==> src/rtl/regfile_ctrl.sv <==
// Sequencer/arbiter sharing the 8x16 GPR file between the core (priority) and debug port.
// Runs READ, WRITE and MOVE transactions over a req/ack handshake, one at a time.
module regfile_ctrl #(
    parameter int unsigned STARVE_LIMIT = 4
) (
    input  logic        clk,
    input  logic        rst,
    input  logic        core_req,
    input  logic [1:0]  core_op,
    input  logic [2:0]  core_ra,
    input  logic [2:0]  core_rb,
    input  logic [15:0] core_wdata,
    output logic        core_ack,
    output logic [15:0] core_rdata,
    input  logic        dbg_req,
    input  logic [1:0]  dbg_op,
    input  logic [2:0]  dbg_ra,
    input  logic [2:0]  dbg_rb,
    input  logic [15:0] dbg_wdata,
    output logic        dbg_ack,
    output logic [15:0] dbg_rdata,
    output logic [2:0]  rf_src_sel,
    output logic [2:0]  rf_dst_sel,
    output logic        rf_in_en,
    output logic [15:0] rf_in,
    input  logic [15:0] rf_src,
    output logic        busy,
    output logic        owner
);

    typedef enum logic [2:0] {IDLE, RD, CAP, WR, DONE} state_t;
    typedef enum logic [1:0] {
        OP_READ  = 2'b00,
        OP_WRITE = 2'b01,
        OP_MOVE  = 2'b10,
        OP_RSVD  = 2'b11
    } op_t;

    localparam logic [3:0] LIMIT = 4'(STARVE_LIMIT);

    state_t      state_q, state_d;
    op_t         op_q;
    logic [2:0]  ra_q, rb_q;
    logic [15:0] wdata_q, tmp_q;
    logic        owner_q;
    logic [3:0]  starve_cnt, starve_d;

    logic        grant_any, grant_dbg;
    op_t         sel_op;
    logic [2:0]  sel_ra, sel_rb;
    logic [15:0] sel_wdata;

    // Arbitration: core wins ties unless debug has waited through LIMIT core grants.
    always_comb begin
        grant_any = core_req | dbg_req;
        grant_dbg = dbg_req & (~core_req | (starve_cnt == LIMIT));
        sel_op    = op_t'(grant_dbg ? dbg_op : core_op);
        sel_ra    = grant_dbg ? dbg_ra : core_ra;
        sel_rb    = grant_dbg ? dbg_rb : core_rb;
        sel_wdata = grant_dbg ? dbg_wdata : core_wdata;
    end

    always_comb begin
        starve_d = starve_cnt;
        if (state_q == IDLE && grant_any) begin
            if (grant_dbg || !dbg_req) begin
                starve_d = 4'd0;
            end else if (starve_cnt != LIMIT) begin
                starve_d = starve_cnt + 4'd1;
            end
        end
    end

    // NOTE: every output of a combinational block gets a default first, so no path leaves it unassigned and no latch is inferred.
    always_comb begin
        state_d    = state_q;
        rf_src_sel = 3'd0;
        rf_dst_sel = 3'd0;
        rf_in_en   = 1'b0;
        rf_in      = 16'h0000;
        unique case (state_q)
            IDLE: begin
                if (grant_any) begin
                    unique case (sel_op)
                        OP_READ, OP_MOVE: state_d = RD;
                        OP_WRITE:         state_d = WR;
                        default:          state_d = DONE;
                    endcase
                end
            end
            RD: begin
                rf_src_sel = ra_q;
                state_d    = CAP;
            end
            CAP: begin
                rf_src_sel = ra_q;
                state_d    = (op_q == OP_MOVE) ? WR : DONE;
            end
            WR: begin
                rf_dst_sel = rb_q;
                rf_in_en   = 1'b1;
                rf_in      = (op_q == OP_MOVE) ? tmp_q : wdata_q;
                state_d    = DONE;
            end
            DONE:    state_d = IDLE;
            default: state_d = IDLE;
        endcase
    end

    assign core_ack = (state_q == DONE) && !owner_q;
    assign dbg_ack  = (state_q == DONE) && owner_q;
    assign busy     = (state_q != IDLE);
    assign owner    = owner_q;

    // NOTE: state is updated with non-blocking assignments so every register samples pre-edge values, independent of statement order.
    always_ff @(posedge clk) begin
        if (rst) begin
            state_q    <= IDLE;
            op_q       <= OP_READ;
            ra_q       <= 3'd0;
            rb_q       <= 3'd0;
            wdata_q    <= 16'h0000;
            tmp_q      <= 16'h0000;
            owner_q    <= 1'b0;
            starve_cnt <= 4'd0;
            core_rdata <= 16'h0000;
            dbg_rdata  <= 16'h0000;
        end else begin
            state_q    <= state_d;
            starve_cnt <= starve_d;
            if (state_q == IDLE && grant_any) begin
                op_q    <= sel_op;
                ra_q    <= sel_ra;
                rb_q    <= sel_rb;
                wdata_q <= sel_wdata;
                owner_q <= grant_dbg;
                // Reserved ops complete immediately and report zero to their owner.
                if (sel_op == OP_RSVD) begin
                    if (grant_dbg) dbg_rdata  <= 16'h0000;
                    else           core_rdata <= 16'h0000;
                end
            end
            if (state_q == CAP) begin
                tmp_q <= rf_src;
                if (op_q == OP_READ) begin
                    if (owner_q) dbg_rdata  <= rf_src;
                    else         core_rdata <= rf_src;
                end
            end
        end
    end

endmodule

==> config.mk <==
export PLATFORM = sky130hd
export DESIGN_NAME = regfile_ctrl
export DESIGN_NICKNAME = d
export VERILOG_FILES = /design/src/rtl/regfile_ctrl.sv
export SDC_FILE = /design/constraint.sdc
export NUM_CORES = 1
export LEC_CHECK = 0
export CORE_ASPECT_RATIO = 2
export CORE_UTILIZATION = 33
export CTS_BUF_LIST = sky130_fd_sc_hd__clkbuf_4 sky130_fd_sc_hd__clkbuf_8
export DETAILED_ROUTE_END_ITERATION = 16
export GPL_TIMING_DRIVEN = 0
export PLACE_DENSITY = 0.58
export SLEW_MARGIN = 5
export SYNTH_ARGS = -nofsm -noshare
export SYNTH_HDL_FRONTEND = slang
export SYNTH_SLANG_ARGS = --single-unit
export TNS_END_PERCENT = 100
==> constraint.sdc <==
create_clock -name clk -period 6.57 [get_ports clk]
set_clock_uncertainty 0.15 [all_clocks]
set_input_delay 1.314 -clock clk [delete_from_list [all_inputs] [get_ports clk]]
set_output_delay 1.314 -clock clk [all_outputs]
set_load 0.005 [all_outputs]
=== After elaboration in Yosys (flattened, before gate mapping) ===
Cells that the tools add are included.

* Reduce and logical (&&, ||, !) cells: 14
* Bitwise operators: 4
* Shift-type cells: 0
* $lt $le $gt $ge: 0
* Muxes and demuxes: 27
* Add/subtract/negate cells: 1
* Divide/modulo/power cells: 0
* Multipliers: 0
* Eq/ne operators: 11

{| class="wikitable"
|+ Operators with widths
! operator !! count
|-
| 16-bit 2-to-1 mux || 15
|-
| 3-bit 2-to-1 mux || 6
|-
| 3-bit one-hot mux with 4 select lines || 1
|-
| 4-bit 2-to-1 mux || 2
|-
| 2-bit == test (second input constant) || 3
|-
| 3-bit by 2-bit == test with 1-bit output (second input constant) || 2
|-
| 3-bit one-hot mux with 2 select lines || 1
|-
| 4-bit by 1-bit adder with 4-bit output (second input constant) || 1
|-
| 4-bit by 3-bit == test with 1-bit output (second input constant) || 1
|-
| 2-bit logical NOT || 2
|-
| 4-bit by 3-bit != test with 1-bit output (second input constant) || 1
|-
| 2-bit OR reduction || 2
|-
| 3-bit by 1-bit == test with 1-bit output (second input constant) || 1
|-
| 3-bit == test (second input constant) || 1
|-
| 1-bit logical AND || 3
|-
| 3-bit logical NOT || 1
|-
| 3-bit nonzero test || 1
|-
| 2-bit by 1-bit == test with 1-bit output (second input constant) || 1
|-
| 1-bit logical NOT || 2
|-
| 2-bit 2-to-1 mux || 1
|-
| 2-bit != test (second input constant) || 1
|-
| 1-bit OR || 2
|-
| 2-bit AND reduction || 1
|-
| 2-bit nonzero test || 1
|-
| 4 further kinds || 4
|}

* Flip-flop bits (word level): 80
* Word-level logic and storage cells: 67
* Bits in writable memories: 0
* ROM bits: 0
* Bits in latches: 0
* Input port bits: 68
* Output and inout bits: 59
* Memories kept: 0

=== Longest topological paths before layout ===
* Word-level depth: 10
* Gate-level depth with buffers: 7
* Depth with buffers taken out: 5

=== Worst setup path after synthesis ===
Ideal clock, no wire load.

* Kind: input-to-reg
* Start: input port core_req
* End: register dbg_rdata[10]
* Arrival time: 2.673 ns
* Library setup time: 0.138 ns
* Required time: 6.282 ns
* Cell stages on the path: 6
* Path slack: 3.610 ns
* Buffers on the path: 3
* Cells stage by stage: clkbuf_1 > nand2b_1 > clkbuf_1 > a211oi_1 > buf_2 > o32ai_1

* Longest elaborated chain between the ends: 10
* Elaborated cells between the ends (all ways): 13
* Those cells by class: 1 x eq/ne; 7 x mux; 4 x bitwise; 1 x reduce/logical

{| class="wikitable"
|+ RTL lines
! what !! RTL line !! text
|-
| start, declared || 8 || <nowiki>input logic core_req,</nowiki>
|-
| 1-bit inverter || 56 || <nowiki>grant_dbg = dbg_req & (~core_req | (starve_cnt == LIMIT));</nowiki>
|-
| 1-bit OR || 56 ||
|-
| 1-bit bitwise AND || 56 ||
|-
| 2-bit 2-to-1 mux || 57 || <nowiki>sel_op = op_t'(grant_dbg ? dbg_op : core_op);</nowiki>
|-
| 2-bit == test || 138 || <nowiki>if (sel_op == OP_RSVD) begin</nowiki>
|-
| 16-bit 2-to-1 mux || 138 ||
|-
| 16-bit 2-to-1 mux * || 131 || <nowiki>if (state_q == IDLE && grant_any) begin</nowiki>
|-
| 16-bit 2-to-1 mux || 146 || <nowiki>if (owner_q) dbg_rdata <= rf_src;</nowiki>
|-
| 16-bit 2-to-1 mux || 145 || <nowiki>if (op_q == OP_READ) begin</nowiki>
|-
| 16-bit 2-to-1 mux * || 143 || <nowiki>if (state_q == CAP) begin</nowiki>
|-
| end signal, assigned || 146 ||
|-
| end, declared || 21 || <nowiki>output logic [15:0] dbg_rdata,</nowiki>
|}

Mark *: on every way between the ends. The rest lies on a longest branch, timed or not.
A chain may end at the register's enable or synchronous reset.

=== Worst setup path in the final report ===
* Start: register state_q[1]
* End: output port busy

* Longest elaborated chain between the ends: 1

{| class="wikitable"
|+ RTL lines
! what !! RTL line !! text
|-
| start, declared || 41 || <nowiki>state_t state_q, state_d;</nowiki>
|-
| start signal, assigned || 129 || <nowiki>state_q <= state_d;</nowiki>
|-
| 3-bit nonzero test || 112 || <nowiki>assign busy = (state_q != IDLE);</nowiki>
|-
| end, declared || 27 || <nowiki>output logic busy,</nowiki>
|}

Every way passes these cells.

==> run_results.csv <==
group,metric,value,unit
route,via_count,4286,
die,pin_count,127,
synthesis,yosysSeqAreaShare,40.3,%
global_routing,use_met1,21.9,%
cts,cts_sinks,80,
final_layout,antenna_cells,0,
synthesis,synth_top_area_share,40.3,%
synthesis,syn_inst,489,
global_routing,grt_pass1_wl,22.1,mm
global_routing,grt_start_max_net_pins,16,
die,dieArea,12500,um2
synthesis,ys_warn_count,0,
worst_setup_path,crit_path_max_incr_delay,0.61,ns
final_layout,post-route-util,48.2,%
global_routing,grt_util_all_layers,22.9,%
run,drv_cap,0,
final_layout,final_cell_mix,"clkdlybuf4s50_1 (125), nand2_1 (86), dfxtp_1 (80)",
worst_setup_path,rrSetupSlack,3.91,ns
route,dr.pass1.iters,5,
timing,period_share,62.4,%
die,initial_core_util,34.0,%
hold_path,holdCritPathClass,"reg -> reg",
cts,root_buffer,"clkbuf_8",
worst_setup_path,required,5.11,ns
route,antenna_left,0,
timing,finalSetupTns,0,ns
synthesis,synth_area_leaders,"dfxtp_1 (40%), nand2_1 (8.1%), o2111ai_1 (5.1%)",
worst_setup_path,crit_path_top_delay_cell,"clkdlybuf4s50_1",
timing,slew_viol_final,0,
timing,finalSetupViolations,0,
cts,clk_pin_slew,0.09,ns
worst_setup_path,crit_path_frequent_cell,"clkbuf_1",
die,rows,56,
global_routing,antenna_found_initial,0,
pwr,irDropWorstVdd,0.120,mV
synthesis,ys_ff_latch,80,
timing,rsz0062_at_grt,"false",
placed_design,port_buffers,125,
cts,clk_latency,0.35,ns
timing,worstMarginPinSlew,1.02,ns
final_layout,area_growth_syn_to_layout,41.8,%
worst_setup_path,critPathArrivalTime,2.64,ns
timing,post-route-min-period,4.10,ns
worst_setup_path,path_max_fanout,10,
placed_design,gp_congestion,0.938,
route,drtIter0Drc,155,
global_routing,busiest_layer,"met2",
global_routing,gr-total-overflow,0,
worst_setup_path,cp_cell_sequence,"buf_2 -> nor3_4 -> inv_2 -> clkbuf_1 -> clkbuf_1 -> clkdlybuf4s50_1",
cts,clk_path_buf_depth,2,
synthesis,syn-cell-area,3980,um2
synthesis,synth_edf_count,0,
final_layout,drive_gt1_share,6.83,%
pwr,p_leak,0.00186,uW
global_routing,grt_pass1_vias,4415,
placed_design,dp_hpwl,11.2,mm
worst_setup_path,cp-start-kind,"register",
cts,cts_buffers,9,
worst_setup_path,critical_path_class,"reg -> out",
synthesis,synth.avg_cell_area,8.13,um2
final_layout,fillers,1135,
die,core,11700,um2
synthesis,synth.largest_area_cell,"dfxtp_1",
status,status,"finished, final reports clean",
route,drc,0,
cts,h-tree-depth,3,
synthesis,ys_types,47,
cts,cts_resized,0,
final_layout,final_common_cell,"clkdlybuf4s50_1",
worst_setup_path,worstSetupEndpointType,"primary output",
route,vias_per_cell,5.53,
timing,finalHoldViolCount,0,
synthesis,synth_async_sr_flop_share,0,%
synthesis,syn_nets,559,
cts,cts_hold_buf,0,
timing,fmax,244,MHz
cts,cts_tree,"built",
pwr,power.density,227,nW/um2
route,routed_wl,14.1,mm
die,die_y,157,um
timing,slew_headroom,31.7,%
route,wl_per_cell,18.2,um
cts,post_cts_buffers,0,
die,die-width,79.6,um
global_routing,met3_usage,3.88,%
synthesis,yosys_most_used_dff,"dfxtp_1",
global_routing,use_met2,44.2,%
final_layout,final_nets,695,
[report_power, final]
| group | internal (uW) | leakage, uW | switching, uW |
|---|---|---|---|
| clock | 219 | 0.000112 | 202 |
| sequential | 521 | 0.000651 | 21.7 |
| combinational | 125 | 0.00109 | 192 |
[flip-flops by register name, summed over array words and instances (netlist names)]
signal      flops
owner           1
starve_cnt      4
core_rdata     16
tmp_q          16
op_q            2
rb_q            3
ra_q            3
state_q         3
wdata_q        16
dbg_rdata      16
[routing by layer]
layer / up-vias / wire, um
met5: - / 0
met4: 0 / 483
met3: 34 / 704
met2: 164 / 7880
met1: 1987 / 5020
li1: 2101 / -
[Yosys cell counts, drive strengths merged (3+ instances only)]
cell type  instances
a31oi             25
nor2               5
nand4             25
clkbuf            49
a21oi             36
nand3              6
dfxtp             80
o22ai             16
inv               24
and2               7
or2                3
o211ai             3
o21ai             26
a211oi             5
nor2b              3
o32ai             16
buf               10
o2111ai           23
or4                3
nand2             86
o311ai            16
[worst max-delay path, delay by kind of cell (launching register included)]
| family | cells | cell delay [ns] |
|---|---|---|
| simple gates | 1 | 0.10 |
| buf+inv | 5 | 1.85 |
| flops | 1 | 0.32 |
[through the flow]
| stage | total power [uW] | instances | setup WS [ns] | hold WS [ns] | instance area, um2 |
|---|---|---|---|---|---|
| 2_1_floorplan | 730 | 489 | 3.61 | 0.287 | 3980 |
| 3_3_place_gp | 865 | 759 | 2.72 | 0.297 | 5410 |
| 3_5_place_dp | 868 | 759 | 2.69 | 0.301 | 5410 |
| 4_1_cts | 1290 | 775 | 2.45 | 0.315 | 5640 |
| 5_1_grt | 1340 | 775 | 2.32 | 0.333 | 5640 |
| 6_report | 1280 | 775 | 2.47 | 0.312 | 5640 |
[kinds of logic after synthesis]
family | Yosys count | synth area share, %
buffers and inverters | 83 | 8.68
DFF | 80 | 40.3
AOI/OAI and AO/OA | 176 | 32.2
adders and majority gates | 2 | 0.629
and+or+nand+nor | 148 | 18.2
[cell type report]
type / count / area, um2 / share of cell area, %
tap: 145 / 181 / 3.22
buffer: 59 / 255 / 4.53
clock inverter: 7 / 105 / 1.86
clock buffer: 9 / 124 / 2.20
sequential: 80 / 1600 / 28.4
timing repair buffer: 125 / 1250 / 22.2
multi-input combinational: 326 / 2030 / 36.0
inverter: 24 / 90.1 / 1.60
[final timing paths]
path         cells after the start     startpoint       endpoint
min reg2reg                      2      tmp_q[12]      tmp_q[12]
max reg2reg                      7  starve_cnt[0]  core_rdata[7]
min                              2      tmp_q[12]      tmp_q[12]
max                              6     state_q[1]           busy
Power figures use the tool's default switching activity.
